===== src/rtl/apb_master_bridge.sv =====
// Single-outstanding APB initiator: valid/ready request port to APB SETUP/ACCESS transfers.
// Optional ACCESS wait-state timeout is enabled with `define APB_MASTER_TIMEOUT_EN.
module apb_master_bridge #(
   parameter int ADDR_W         = 20,
   parameter int TIMEOUT_CYCLES = 256
) (
   input  logic              PCLK,
   input  logic              PRESETn,
   input  logic              req_valid,
   output logic              req_ready,
   input  logic [ADDR_W-1:0] req_addr,
   input  logic              req_write,
   input  logic [31:0]       req_wdata,
   output logic              rsp_valid,
   output logic [31:0]       rsp_rdata,
   output logic              rsp_err,
   output logic              PSEL,
   output logic [ADDR_W-1:0] PADDR,
   output logic              PENABLE,
   output logic              PWRITE,
   output logic [31:0]       PWDATA,
   input  logic [31:0]       PRDATA,
   input  logic              PREADY,
   input  logic              PSLVERR
);

   typedef enum logic [1:0] {IDLE = 2'd0, SETUP = 2'd1, ACCESS = 2'd2} state_t;

   state_t            state_q, state_d;
   logic              psel_q, psel_d;
   logic              penable_q, penable_d;
   logic              pwrite_q, pwrite_d;
   logic [ADDR_W-1:0] paddr_q, paddr_d;
   logic [31:0]       pwdata_q, pwdata_d;
   logic              rsp_valid_q, rsp_valid_d;
   logic [31:0]       rsp_rdata_q, rsp_rdata_d;
   logic              rsp_err_q, rsp_err_d;
   logic              timeout;

`ifdef APB_MASTER_TIMEOUT_EN
   localparam int CNT_W = $clog2(TIMEOUT_CYCLES + 1);

   logic [CNT_W-1:0] cnt_q, cnt_d;

   // Counts stalled ACCESS cycles; the abort fires on the last allowed stalled cycle.
   always_comb begin
      cnt_d = cnt_q;
      if (state_q == IDLE && req_valid) begin
         cnt_d = '0;
      end else if (state_q == ACCESS && !PREADY) begin
         cnt_d = cnt_q + 1'b1;
      end
   end

   assign timeout = (state_q == ACCESS) && !PREADY &&
                    (cnt_q == CNT_W'(TIMEOUT_CYCLES - 1));

   always_ff @(posedge PCLK or negedge PRESETn) begin
      if (!PRESETn) begin
         cnt_q <= '0;
      end else begin
         cnt_q <= cnt_d;
      end
   end
`else
   assign timeout = 1'b0;
`endif

   always_ff @(posedge PCLK or negedge PRESETn) begin
      if (!PRESETn) begin
         state_q <= IDLE;
      end else begin
         state_q <= state_d;
      end
   end

   always_comb begin
      state_d = state_q;
      case (state_q)
         IDLE:    if (req_valid) state_d = SETUP;
         SETUP:   state_d = ACCESS;
         ACCESS:  if (PREADY || timeout) state_d = IDLE;
         default: state_d = IDLE;
      endcase
   end

   // Address/control hold their last value outside a transfer; only IDLE reloads them.
   always_comb begin
      psel_d      = psel_q;
      penable_d   = penable_q;
      pwrite_d    = pwrite_q;
      paddr_d     = paddr_q;
      pwdata_d    = pwdata_q;
      rsp_valid_d = 1'b0;
      rsp_rdata_d = rsp_rdata_q;
      rsp_err_d   = rsp_err_q;
      case (state_q)
         IDLE: begin
            if (req_valid) begin
               paddr_d   = req_addr & ~ADDR_W'(3);
               pwrite_d  = req_write;
               pwdata_d  = req_wdata;
               psel_d    = 1'b1;
               penable_d = 1'b0;
            end
         end
         SETUP: begin
            penable_d = 1'b1;
         end
         ACCESS: begin
            if (PREADY) begin
               psel_d      = 1'b0;
               penable_d   = 1'b0;
               rsp_valid_d = 1'b1;
               rsp_err_d   = PSLVERR;
               rsp_rdata_d = pwrite_q ? 32'd0 : PRDATA;
            end else if (timeout) begin
               psel_d      = 1'b0;
               penable_d   = 1'b0;
               rsp_valid_d = 1'b1;
               rsp_err_d   = 1'b1;
               rsp_rdata_d = 32'd0;
            end
         end
         default: begin
            psel_d    = 1'b0;
            penable_d = 1'b0;
         end
      endcase
   end

   always_ff @(posedge PCLK or negedge PRESETn) begin
      if (!PRESETn) begin
         psel_q      <= 1'b0;
         penable_q   <= 1'b0;
         pwrite_q    <= 1'b0;
         paddr_q     <= '0;
         pwdata_q    <= 32'd0;
         rsp_valid_q <= 1'b0;
         rsp_rdata_q <= 32'd0;
         rsp_err_q   <= 1'b0;
      end else begin
         psel_q      <= psel_d;
         penable_q   <= penable_d;
         pwrite_q    <= pwrite_d;
         paddr_q     <= paddr_d;
         pwdata_q    <= pwdata_d;
         rsp_valid_q <= rsp_valid_d;
         rsp_rdata_q <= rsp_rdata_d;
         rsp_err_q   <= rsp_err_d;
      end
   end

   assign req_ready = (state_q == IDLE);
   assign PSEL      = psel_q;
   assign PENABLE   = penable_q;
   assign PWRITE    = pwrite_q;
   assign PADDR     = paddr_q;
   assign PWDATA    = pwdata_q;
   assign rsp_valid = rsp_valid_q;
   assign rsp_rdata = rsp_rdata_q;
   assign rsp_err   = rsp_err_q;

endmodule


===== config.mk =====
export PLATFORM = sky130hd
export DESIGN_NAME = apb_master_bridge
export DESIGN_NICKNAME = d
export VERILOG_FILES = /design/src/rtl/apb_master_bridge.sv
export SDC_FILE = /design/constraint.sdc
export NUM_CORES = 1
export LEC_CHECK = 0
export CAP_MARGIN = 10
export CORE_UTILIZATION = 41
export CTS_CLUSTER_DIAMETER = 120
export CTS_CLUSTER_SIZE = 28
export DETAILED_ROUTE_END_ITERATION = 10
export PLACE_DENSITY = 0.89
export SETUP_SLACK_MARGIN = 0.1
export SLEW_MARGIN = 25
export SYNTH_ARGS = -nofsm -noshare
export SYNTH_HDL_FRONTEND = slang
export SYNTH_SLANG_ARGS = --single-unit

===== constraint.sdc =====
create_clock -name PCLK -period 1.75 [get_ports PCLK]
set_input_delay 0.2625 -clock PCLK [delete_from_list [all_inputs] [get_ports PCLK]]
set_output_delay 0.2625 -clock PCLK [all_outputs]
set_load 0.05 [all_outputs]

==> results by group <==
Run status
  – Status: finished clean

Logic synthesis
  – EDFF count, synth: 0
  – Post-synth top cells: dfrtp_1 (88), mux2_4 (49), nand2_1 (34), o21ai_0 (34), nand2b_1 (32)
  – Synth area leader: dfrtp_1
  – Avg Inst Size Synth: 13.88 um^2
  – Register area share after synthesis: 0.5966
  – Mapped Area: 3691 um^2
  – Yosys Warn Count: 0
  – Cell count after synthesis: 266
  – Unique cell type count in the Yosys netlist: 18
  – Most used DFF post-synth: dfrtp_1
  – Post-synth top area share: 0.5966
  – Flops & latches, synth: 88
  – Ys async rst share: 1.000
  – Most common cell in the netlist: dfrtp_1
  – Synth area leaders: dfrtp_1 (60%), mux2_4 (20%), nand2b_1 (5.4%), o21ai_0 (4.6%), nand2_1 (3.5%)

Power and ir drop
  – Max rail drop VDD: 1391 uV
  – Gate power share: 0.590
  – Internal power: 6.641 mW
  – Leakage Power: 2.665 nW
  – Share of total power in the clock network: 0.125
  – Sw power: 6.054 mW
  – Flop pwr share: 0.285
  – P per Cell Area: 2264 nW/um^2
  – Pwr Total: 12.70 mW
  – Switching share of total power: 0.4769

Setup path
  – Worst R2R End: PADDR[5]$_DFFE_PN0P_
  – Critical path type: reg2out
  – Critical path depth: 1
  – Endpoint class of the critical path: primary output
  – CP Buf/Inv Count: 1
  – Worst Path Max Fanout: 16
  – Startpoint Class: register
  – Setup crit start: PWRITE$_DFFE_PN0P_
  – Cell family with most CP delay: flip-flops
  – WP data required: 1.49 ns
  – Worst r2r src: state_q[0]$_DFFE_PN0P_
  – R2R depth: 4
  – R2R Setup Slk: 0.26 ns
  – Crit path to: PWRITE
  – Worst path cell trace: buf_12
  – CP max stage delay: 0.71 ns
  – Critical Path Slowest Stage Cell: dfrtp_1
  – Worst path arrival time: 1.25 ns

STA
  – Setup_tns: 0 ns
  – Final hold violation count: 0
  – Worst slew margin: 0.6274
  – Actual slew at the worst max-slew pin: 0.5589 ns
  – RSZ-0062 raised after global routing: no
  – Max Slew Vio Count: 0
  – Final WS setup: 0.2338 ns
  – Peak Freq: 659.5 MHz
  – Final setup violation count: 0
  – Minimum clock period: 1.516 ns
  – Clock Skew: 0.01542 ns
  – Final Cycle Share: 0.8664

Route
  – Post-Route WL: 8414 um
  – First-pass iteration count of the detailed router: 4
  – Via/cell ratio: 4.677
  – Initial drt markers: 40
  – Post-route DRC: 0
  – DR vias: 2596
  – ANT nets after route: 0
  – Wire per inst: 15.16 um

Place
  – Port Buffer Count: 175
  – Post-DP HPWL: 6365 um
  – Post-Place Worst Slack: 0.05107 ns
  – Gp weighted congestion: 0.7609
  – Placed Area: 5399 um^2
  – DP Cell Count: 539

Global routing
  – First-pass GRT wire length: 13850 um
  – Total grt overflow: 0
  – GR Util All Layers: 0.1862
  – Largest net degree at the start of global routing: 66
  – Vias in the first global route: 2734
  – Antenna violations before repair: 0

Finish
  – Area delta synth->final: 51.93%
  – Fillers: 649
  – Finished layout cell area: 5608 um^2
  – Layout cell share with drive strength beyond 1: 0.3177
  – Fin nets: 533
  – Count of non-filler cells in the finished layout: 555
  – Antenna Cells: 0

Die
  – Die H: 96.88 um
  – Core area: 8721 um^2
  – DIE AREA: 9386 um^2
  – Die width: 96.88 um
  – Initial core utilization: 0.4232
  – Ports: 180
  – Row cnt: 34

Clock network
  – CTS sink cnt: 88
  – CTS clk-pin slew, worst paths: 0.09 ns
  – H-Tree Depth: 3
  – Clk root buf: clkbuf_8
  – Inserted Clock Buffers: 9
  – Clk buf depth: 2
  – Clock latency on the worst-skew pair: 0.34 ns
  – Post-CTS Setup Bufs: 0
  – CTS tree: done

Worst hold path
  – Min-delay worst type: in2async

Job
  – Max-cap violations: 0
==> sequential cells by signal, indices dropped and copies added, names as in the netlist <==
name and cells:
PADDR 18, state_q 1, rsp_valid 1, PENABLE 1, PWDATA 32, PWRITE 1
rsp_rdata 32, rsp_err 1, PSEL 1
==> stage by stage <==
stage / utilization / hold WS [ns]
2_1_floorplan: - / -0.03309
3_3_place_gp: 0.6191 / 0.1987
3_5_place_dp: 0.6191 / 0.2084
4_1_cts: 0.6430 / 0.3890
5_1_grt: 0.6430 / 0.3829
6_report: 0.6430 / 0.3753
==> layout make-up <==
type / count / area (um^2) / area share
Sequential cell: 88 / 2203 / 0.3929
Clock buffer: 11 / 151.4 / 0.02700
Multi-Input combinational cell: 159 / 1311 / 0.2338
Clock inverter: 4 / 77.57 / 0.01383
Tap cell: 108 / 135.1 / 0.02410
Timing Repair Buffer: 183 / 1722 / 0.3070
Inverter: 2 / 7.507 / 0.001339
==> worst min-delay path by stage <==
stage,start,to,slack (ns),cells after the start
floorplan,PRESETn,PADDR[10]$_DFFE_PN0P_,-0.03,0
global placement,PRESETn,PWDATA[7]$_DFFE_PN0P_,0.20,1
detailed placement,PRESETn,PWDATA[8]$_DFFE_PN0P_,0.21,1
CTS,PRESETn,PWDATA[8]$_DFFE_PN0P_,0.39,2
global route,PRESETn,PWDATA[14]$_DFFE_PN0P_,0.38,2
finish,PRESETn,PWDATA[0]$_DFFE_PN0P_,0.38,2
==> power by group through the flow <==
stage               clock (mW)  combinational, mW  sequential (mW)
floorplan                    0               2.07             6.90
global placement             0               7.58             3.61
detailed placement           0               7.74             3.64
CTS                       1.63               7.56             3.63
global route              1.72               7.80             3.75
finish                    1.58               7.49             3.62
==> cells in the final DEF (no fill, tap or decap) <==
cell             Yosys  final
a21oi_1              1      1
and2_4               1      1
buf_12               6      8
buf_4                2     64
bufinv_16            0      2
clkbuf_8             0     11
clkdlybuf4s50_1      0     86
clkinv_4             0      2
conb_1               1      2
dfrtp_1             88     87
dfrtp_2              0      1
dlygate4sd2_1        0     24
dlygate4sd3_1        0      1
inv_1                2      2
mux2_2               3      3
mux2_4              49     49
nand2_1             34     34
nand2b_1            32     32
nand3b_1             1      1
nor2_1               1      1
nor2_4               0      1
o21ai_0             34     34
==> cell families (layout without fill, tap and decap cells) <==
| group | after synthesis | in the layout | synth area share |
|---|---|---|---|
| AO/OA/AOI/OAI | 35 | 35 | 0.04746 |
| buffers and inverters | 20 | 200 | 0.05051 |
| flip-flops | 88 | 88 | 0.5966 |
| multiplexers | 52 | 52 | 0.2085 |
| other | 1 | 2 | 0.001016 |
| AND/OR/NAND/NOR | 70 | 70 | 0.09593 |
==> routing by layer <==
layer,global-route usage,share of wire,routed length [um]
met3,0.04913,0.053,446
met5,0,0,0
met4,0.08266,0.030,251
met1,0.2283,0.41,3488
met2,0.3082,0.50,4228
==> what timing repair did <==
action / 4_1_cts / 5_1_grt
gates resized for setup: 24 / 0
endpoints found under the hold margin: 26 / 0
hold buffers: 1 / 0
endpoints found under the setup margin: 24 / 0
(Power assumes the default switching activity.)
